<file path="src/rtl/aes_pkg.sv">
// Shared AES definitions: block width, byte/column/state types, GF(2^8)
// helpers and the InvMixColumns coefficients.
package aes_pkg;

    localparam int AES_BLOCK_W = 128;

    typedef logic [7:0]             aes_byte_t;
    typedef logic [31:0]            aes_col_t;
    typedef logic [AES_BLOCK_W-1:0] aes_state_t;

    // First row of the InvMixColumns matrix; later rows are right rotations of it
    localparam aes_byte_t INV_MIX_C0 = 8'h0e;
    localparam aes_byte_t INV_MIX_C1 = 8'h0b;
    localparam aes_byte_t INV_MIX_C2 = 8'h0d;
    localparam aes_byte_t INV_MIX_C3 = 8'h09;

    // Multiply by x modulo x^8+x^4+x^3+x+1
    function automatic aes_byte_t xtime(input aes_byte_t b);
        return {b[6:0], 1'b0} ^ (b[7] ? 8'h1b : 8'h00);
    endfunction

    // GF(2^8) multiply as an xtime chain; with a constant b this reduces to a few XORs
    function automatic aes_byte_t gf_mul(input aes_byte_t a, input aes_byte_t b);
        aes_byte_t acc;
        aes_byte_t pow;
        acc = 8'h00;
        pow = a;
        for (int i = 0; i < 8; i++) begin
            if (b[i]) begin
                acc = acc ^ pow;
            end
            pow = xtime(pow);
        end
        return acc;
    endfunction

endpackage

</file>
<file path="src/rtl/aes_inv_round_if.sv">
// Transaction bus of the AES inverse-round datapath: controller (master)
// drives state/key/controls, the datapath (slave) returns the result.
interface aes_inv_round_if;
    import aes_pkg::*;

    logic       in_valid;
    aes_state_t in_state;
    aes_state_t in_key;
    logic       shift_en;
    logic       mix_en;
    logic       out_valid;
    aes_state_t out_state;

    modport master (
        output in_valid, in_state, in_key, shift_en, mix_en,
        input  out_valid, out_state
    );

    modport slave (
        input  in_valid, in_state, in_key, shift_en, mix_en,
        output out_valid, out_state
    );

endinterface

</file>
<file path="src/rtl/aes_inv_mix_col.sv">
// InvMixColumns on one 32-bit column (row 0 in the top byte); purely combinational.
module aes_inv_mix_col
    import aes_pkg::*;
(
    input  aes_col_t col_in,
    output aes_col_t col_out
);

    aes_byte_t a0, a1, a2, a3;

    assign a0 = col_in[31:24];
    assign a1 = col_in[23:16];
    assign a2 = col_in[15:8];
    assign a3 = col_in[7:0];

    assign col_out[31:24] = gf_mul(a0, INV_MIX_C0) ^ gf_mul(a1, INV_MIX_C1) ^ gf_mul(a2, INV_MIX_C2) ^ gf_mul(a3, INV_MIX_C3);
    assign col_out[23:16] = gf_mul(a0, INV_MIX_C3) ^ gf_mul(a1, INV_MIX_C0) ^ gf_mul(a2, INV_MIX_C1) ^ gf_mul(a3, INV_MIX_C2);
    assign col_out[15:8]  = gf_mul(a0, INV_MIX_C2) ^ gf_mul(a1, INV_MIX_C3) ^ gf_mul(a2, INV_MIX_C0) ^ gf_mul(a3, INV_MIX_C1);
    assign col_out[7:0]   = gf_mul(a0, INV_MIX_C1) ^ gf_mul(a1, INV_MIX_C2) ^ gf_mul(a2, INV_MIX_C3) ^ gf_mul(a3, INV_MIX_C0);

endmodule

</file>
<file path="src/rtl/aes_inv_round.sv">
// AES inverse round: InvShiftRows -> AddRoundKey -> optional InvMixColumns,
// one state per cycle, valid-qualified, no backpressure.
// Define AES_INV_ROUND_PIPE_EN to register the AddRoundKey result
// (latency 2 instead of 1); results are identical in both builds.
module aes_inv_round
    import aes_pkg::*;
(
    input  logic            clk,
    input  logic            reset,
    aes_inv_round_if.slave  bus
);

    aes_state_t shifted;
    aes_state_t added;
    aes_state_t mix_src;
    aes_state_t mixed;
    aes_state_t result;
    logic       mix_sel;
    logic       stage_valid;

    aes_state_t out_state_q, out_state_d;
    logic       out_valid_q, out_valid_d;

    // InvShiftRows: row r rotates right by r, so s[r,c] lands in column (c+r) mod 4
    always_comb begin
        shifted = bus.in_state;
        if (bus.shift_en) begin
            for (int r = 0; r < 4; r++) begin
                for (int c = 0; c < 4; c++) begin
                    shifted[AES_BLOCK_W-1-8*(r+4*((c+r)%4)) -: 8] = bus.in_state[AES_BLOCK_W-1-8*(r+4*c) -: 8];
                end
            end
        end
    end

    assign added = shifted ^ bus.in_key;

`ifdef AES_INV_ROUND_PIPE_EN
    aes_state_t u_q, u_d;
    logic       mix_q, mix_d;
    logic       mid_valid_q, mid_valid_d;

    // Middle stage captures the keyed state and its mix control only for valid inputs
    always_comb begin
        mid_valid_d = bus.in_valid;
        u_d         = u_q;
        mix_d       = mix_q;
        if (bus.in_valid) begin
            u_d   = added;
            mix_d = bus.mix_en;
        end
    end

    // Middle stage registers; reset drops any in-flight transaction
    always_ff @(posedge clk) begin
        if (reset) begin
            u_q         <= '0;
            mix_q       <= 1'b0;
            mid_valid_q <= 1'b0;
        end else begin
            u_q         <= u_d;
            mix_q       <= mix_d;
            mid_valid_q <= mid_valid_d;
        end
    end

    assign mix_src     = u_q;
    assign mix_sel     = mix_q;
    assign stage_valid = mid_valid_q;
`else
    assign mix_src     = added;
    assign mix_sel     = bus.mix_en;
    assign stage_valid = bus.in_valid;
`endif

    for (genvar g = 0; g < 4; g++) begin : g_col
        aes_inv_mix_col u_mix_col (
            .col_in  (mix_src[AES_BLOCK_W-1-32*g -: 32]),
            .col_out (mixed[AES_BLOCK_W-1-32*g -: 32])
        );
    end

    assign result = mix_sel ? mixed : mix_src;

    // Output stage: load the result only for a valid transaction, otherwise hold
    always_comb begin
        out_valid_d = stage_valid;
        out_state_d = out_state_q;
        if (stage_valid) begin
            out_state_d = result;
        end
    end

    // Output registers with synchronous reset taking priority over new data
    always_ff @(posedge clk) begin
        if (reset) begin
            out_valid_q <= 1'b0;
            out_state_q <= '0;
        end else begin
            out_valid_q <= out_valid_d;
            out_state_q <= out_state_d;
        end
    end

    assign bus.out_valid = out_valid_q;
    assign bus.out_state = out_state_q;

endmodule

</file>
<file path="src/flat_wrapper.sv">
// flat-port wrapper written by rule: the top's interface ports become plain ports
module aes_inv_round_flat import aes_pkg::*;
  (clk, reset, bus_in_valid, bus_in_state, bus_in_key, bus_shift_en, bus_mix_en, bus_out_valid, bus_out_state);
  aes_inv_round_if bus_i ();
  input  logic clk;
  input  logic reset;
  input wire logic [$bits(bus_i.in_valid)-1:0] bus_in_valid;
  input wire logic [$bits(bus_i.in_state)-1:0] bus_in_state;
  input wire logic [$bits(bus_i.in_key)-1:0] bus_in_key;
  input wire logic [$bits(bus_i.shift_en)-1:0] bus_shift_en;
  input wire logic [$bits(bus_i.mix_en)-1:0] bus_mix_en;
  output wire logic [$bits(bus_i.out_valid)-1:0] bus_out_valid;
  output wire logic [$bits(bus_i.out_state)-1:0] bus_out_state;
  assign bus_i.in_valid = bus_in_valid;
  assign bus_i.in_state = bus_in_state;
  assign bus_i.in_key = bus_in_key;
  assign bus_i.shift_en = bus_shift_en;
  assign bus_i.mix_en = bus_mix_en;
  assign bus_out_valid = bus_i.out_valid;
  assign bus_out_state = bus_i.out_state;
  aes_inv_round u_core (.clk(clk), .reset(reset), .bus(bus_i));
endmodule
</file>
<file path="config.mk">
export PLATFORM = sky130hd
export DESIGN_NAME = aes_inv_round_flat
export DESIGN_NICKNAME = d
export VERILOG_FILES = /design/src/rtl/aes_pkg.sv /design/src/rtl/aes_inv_round_if.sv /design/src/rtl/aes_inv_mix_col.sv /design/src/rtl/aes_inv_round.sv /design/src/flat_wrapper.sv
export SDC_FILE = /design/constraint.sdc
export NUM_CORES = 1
export LEC_CHECK = 0
export ABC_CLOCK_PERIOD_IN_PS = 4200
export BUFFER_PORTS_ARGS = -buffer_cell sky130_fd_sc_hd__clkbuf_2
export CORE_MARGIN = 8
export CORE_UTILIZATION = 49
export DETAILED_ROUTE_END_ITERATION = 8
export HOLD_SLACK_MARGIN = 0.06
export PLACE_DENSITY = 0.81
export SLEW_MARGIN = 20
export SYNTH_ARGS = -nofsm -noshare
export SYNTH_HDL_FRONTEND = slang
export SYNTH_SLANG_ARGS = --single-unit
export TNS_END_PERCENT = 30
</file>
<file path="constraint.sdc">
create_clock -name clk -period 4.2 [get_ports clk]
set_clock_uncertainty 0.2 [all_clocks]
set_input_delay 0.42 -clock clk [delete_from_list [all_inputs] [get_ports clk]]
set_output_delay 0.42 -clock clk [all_outputs]
set_load 0.02 [all_outputs]
</file>
==> qor.yml <==
detailed_routing:
  detail-route-antenna-nets: 0
  vias_per_cell: 5.56
  met1Wirelength_um: 25900
  drc: 0
  wl_met3_um: 6500
  wl_per_cell_um: 25.1
  drt_iter0_markers: 1284
  via_count: 14389
  met2_length_um: 30400
  drt_pass1_iterations: 5
  wl_um: 65100
  top_layer: "met5"
yosys:
  synth.area.top_cells: "xnor2_1 (22%), xnor3_1 (19%), dfxtp_1 (15%)"
  yosysUniqueCellTypes: 47
  async_flop_share: 0
  synthFlopType: "dfxtp_1"
  yosys.area_share.simple: 0.0637
  synth-edff-count: 0
  yosysWarningCount: 0
  synth_top_family_by_area: "XOR/XNOR gates"
  synth.area.mux_share: 0.0693
  syn_inst: 1686
  synth_nets: 1947
  synth_seq_cells: 129
  synth_top_area_share: 0.218
  yosys.area_share.adder: 0
  synth_top_area_cell: "xnor2_1"
  synth_area_sq_um: 17600
  synth_xor_area_frac: 0.619
  syn_avg_cell_area_sq_um: 10.4
  synth-compound-area-share: 0.0773
  yosysSeqAreaShare: 0.147
grt:
  grt_overflow_total: 0
  antenna_found_initial: 7
  grt_first_pass_wirelength_um: 95200
  grt_max_degree: 181
  grtUsageTotal: 0.304
  grt_pass1_vias: 14695
floorplan:
  coreArea_sq_um: 35500
  fp.dieW_um: 205
  rows: 69
  dieArea_sq_um: 42200
  start_util: 0.496
  fp.dieH_um: 205
  io_pins: 390
timing:
  setup_ws_ps: 575
  fmax_ghz: 0.276
  finalMaxSlewViolations: 0
  rsz0062_at_grt: "no"
  relSlewSlack: 0.268
  tns_ps: 0
  finalCritPeriodShare: 0.863
  fin_crit_ps: 3630
  tightest_slew_ps: 1090
  setup_violations: 0
  finalHoldViolCount: 0
hold_path:
  min_path_type: "input port to register"
clocking:
  cts_num_sinks: 129
  htreeDepth: 4
  cts_hold_buf: 0
  cts_resized: 0
  cts_tree: "yes"
  post_cts_buffers: 0
  cts_made_buffers: 17
  clk_pin_slew_worst_paths_ps: 60
  clk_latency_ps: 450
  root_buffer: "clkbuf_16"
  clockBufferDepth: 2
flow_run:
  drv_cap: 0
layout:
  drive_gt1_frac: 0.291
  syn2layout_area_growth_pct: 20.4
  fin_nets: 2373
  utilization: 0.597
worst_setup_path:
  critPathSlowestCell: "xnor2_1"
  slowest_delay_ps: 530
  cp.required_ps: 4290
  cp-end-kind: "register"
  cp.arrival_ps: 3720
  cp-start-kind: "input port"
  cp_common_cell: "xor2_1"
  cp_cell_sequence: "buf_6, buf_4, buf_4, mux2i_1, xor2_1, xor2_1, xnor2_1, xnor3_1, xor2_1, a211oi_1, nor3_1"
  path_class: "input port to register"
  path_max_fanout: 23
power_and_ir_drop:
  p_leak_uw: 0.0100
  p_sw_uw: 6310
  internal_power_uw: 8360
  pwr-share-clk: 0.122
  pwr-share-seq: 0.120
  power_density_nw_per_um2: 692
  p_sw_frac: 0.430
  power_frac_comb: 0.758
  ir_drop_mv: 0.413
placement:
  hpwl_um: 52100
  place_congestion: 0.964
  dpl_worst_slack_ps: 224
  portBuffers: 389
status:
  status: "finished, final reports clean"
[sequential cells by signal, indices dropped and copies added (netlist names)]
register / count
u_core.bus.out_valid: 1
u_core.bus.out_state: 128
[path summary, 6_finish.rpt]
kind	start	end	slack (ps)	depth (start not counted)
max	bus_shift_en	u_core.bus.out_state[121]	570	11
min	bus_in_key[51]	u_core.bus.out_state[51]	240	4
max reg2reg	u_core.bus.out_state[20]	u_core.bus.out_state[20]	3040	2
min reg2reg	u_core.bus.out_state[37]	u_core.bus.out_state[37]	270	2
[cells in the final DEF (no fill, tap or decap), types with 2 or more instances in the layout]
master / netlist / routed
a211o_1: 2 / 2
a211oi_1: 54 / 54
a21o_1: 4 / 4
a21oi_1: 86 / 86
a222oi_1: 4 / 4
a22oi_1: 9 / 9
a311oi_1: 10 / 10
buf_12: 2 / 5
buf_4: 0 / 93
bufinv_16: 0 / 6
clkbuf_1: 60 / 2
clkbuf_16: 0 / 17
clkbuf_2: 0 / 385
clkinv_4: 0 / 3
clkinvlp_4: 0 / 2
dfxtp_1: 129 / 129
diode_2: 0 / 4
inv_1: 3 / 2
mux2i_1: 107 / 107
mux2i_2: 5 / 5
mux2i_4: 3 / 3
nand2_1: 80 / 80
nand3b_1: 8 / 8
nor2_1: 159 / 159
nor3_1: 25 / 25
o211ai_1: 8 / 8
o21ai_0: 30 / 30
o22ai_1: 4 / 4
o32ai_1: 2 / 2
or3_1: 2 / 2
xnor2_1: 438 / 438
xnor2_2: 53 / 53
xnor2_4: 13 / 13
xnor3_1: 149 / 149
xnor3_2: 2 / 2
xor2_1: 162 / 162
xor2_2: 20 / 20
xor2_4: 2 / 2
xor3_1: 22 / 22
xor3_2: 4 / 4
[worst max-delay path: cells and delay by family]
kind / cells / cell delay (ps)
AO/OA/AOI/OAI: 1 / 330
XOR/XNOR: 5 / 1870
buffers and inverters: 3 / 710
multiplexers: 1 / 280
AND/OR/NAND/NOR: 1 / 90
[cell families after synthesis]
kind of cell	count (synthesis)
AOI/OAI and AO/OA	217
DFF	129
buffers and inverters	81
muxes	116
xor gates and xnor gates	865
and+or+nand+nor	278
[area by class of cell]
| class | instances | area (sq um) |
|---|---|---|
| Sequential cell | 129 | 2580 |
| Fill cell | 2986 | 14300 |
| Tap cell | 461 | 577 |
| Clock inverter | 12 | 230 |
| Inverter | 4 | 17.5 |
| Timing Repair Buffer | 484 | 2740 |
| Antenna cell | 4 | 10.0 |
| Multi-Input combinational cell | 1476 | 14600 |
| Clock buffer | 20 | 447 |
[layer usage]
| layer | GRT usage | vias to the layer above |
|---|---|---|
| li1 | - | 6556 |
| met1 | 0.383 | 6891 |
| met2 | 0.486 | 800 |
| met3 | 0.0875 | 134 |
| met4 | 0.116 | 8 |
| met5 | 0 | - |
[through the flow]
step,power [uW],hold slack (ps),area (sq um),cells
2_1_floorplan,10300,341,17600,1686
4_1_cts,14600,215,21200,2586
3_5_place_dp,12700,258,20500,2554
5_1_grt,15400,232,21200,2589
6_report,14700,236,21200,2590
3_3_place_gp,12600,253,20500,2554
[power by group through the flow]
stage / logic (uW) / registers (uW) / clock network, uW
6_report: 11100 / 1750 / 1800
5_1_grt: 11800 / 1780 / 1860
4_1_cts: 11100 / 1750 / 1800
3_5_place_dp: 10900 / 1770 / 0
3_3_place_gp: 10900 / 1750 / 0
2_1_floorplan: 8160 / 2100 / 0
[synth_stat cells, drive strengths merged (17+ instances only)]
cell	instances
mux2i	115
a21oi	86
nor3	25
xnor2	504
nor2	159
xor2	184
a211oi	54
o21ai	31
buf	17
xnor3	151
clkbuf	60
xor3	26
dfxtp	129
nand2	80
Power figures use the tool's default switching activity.
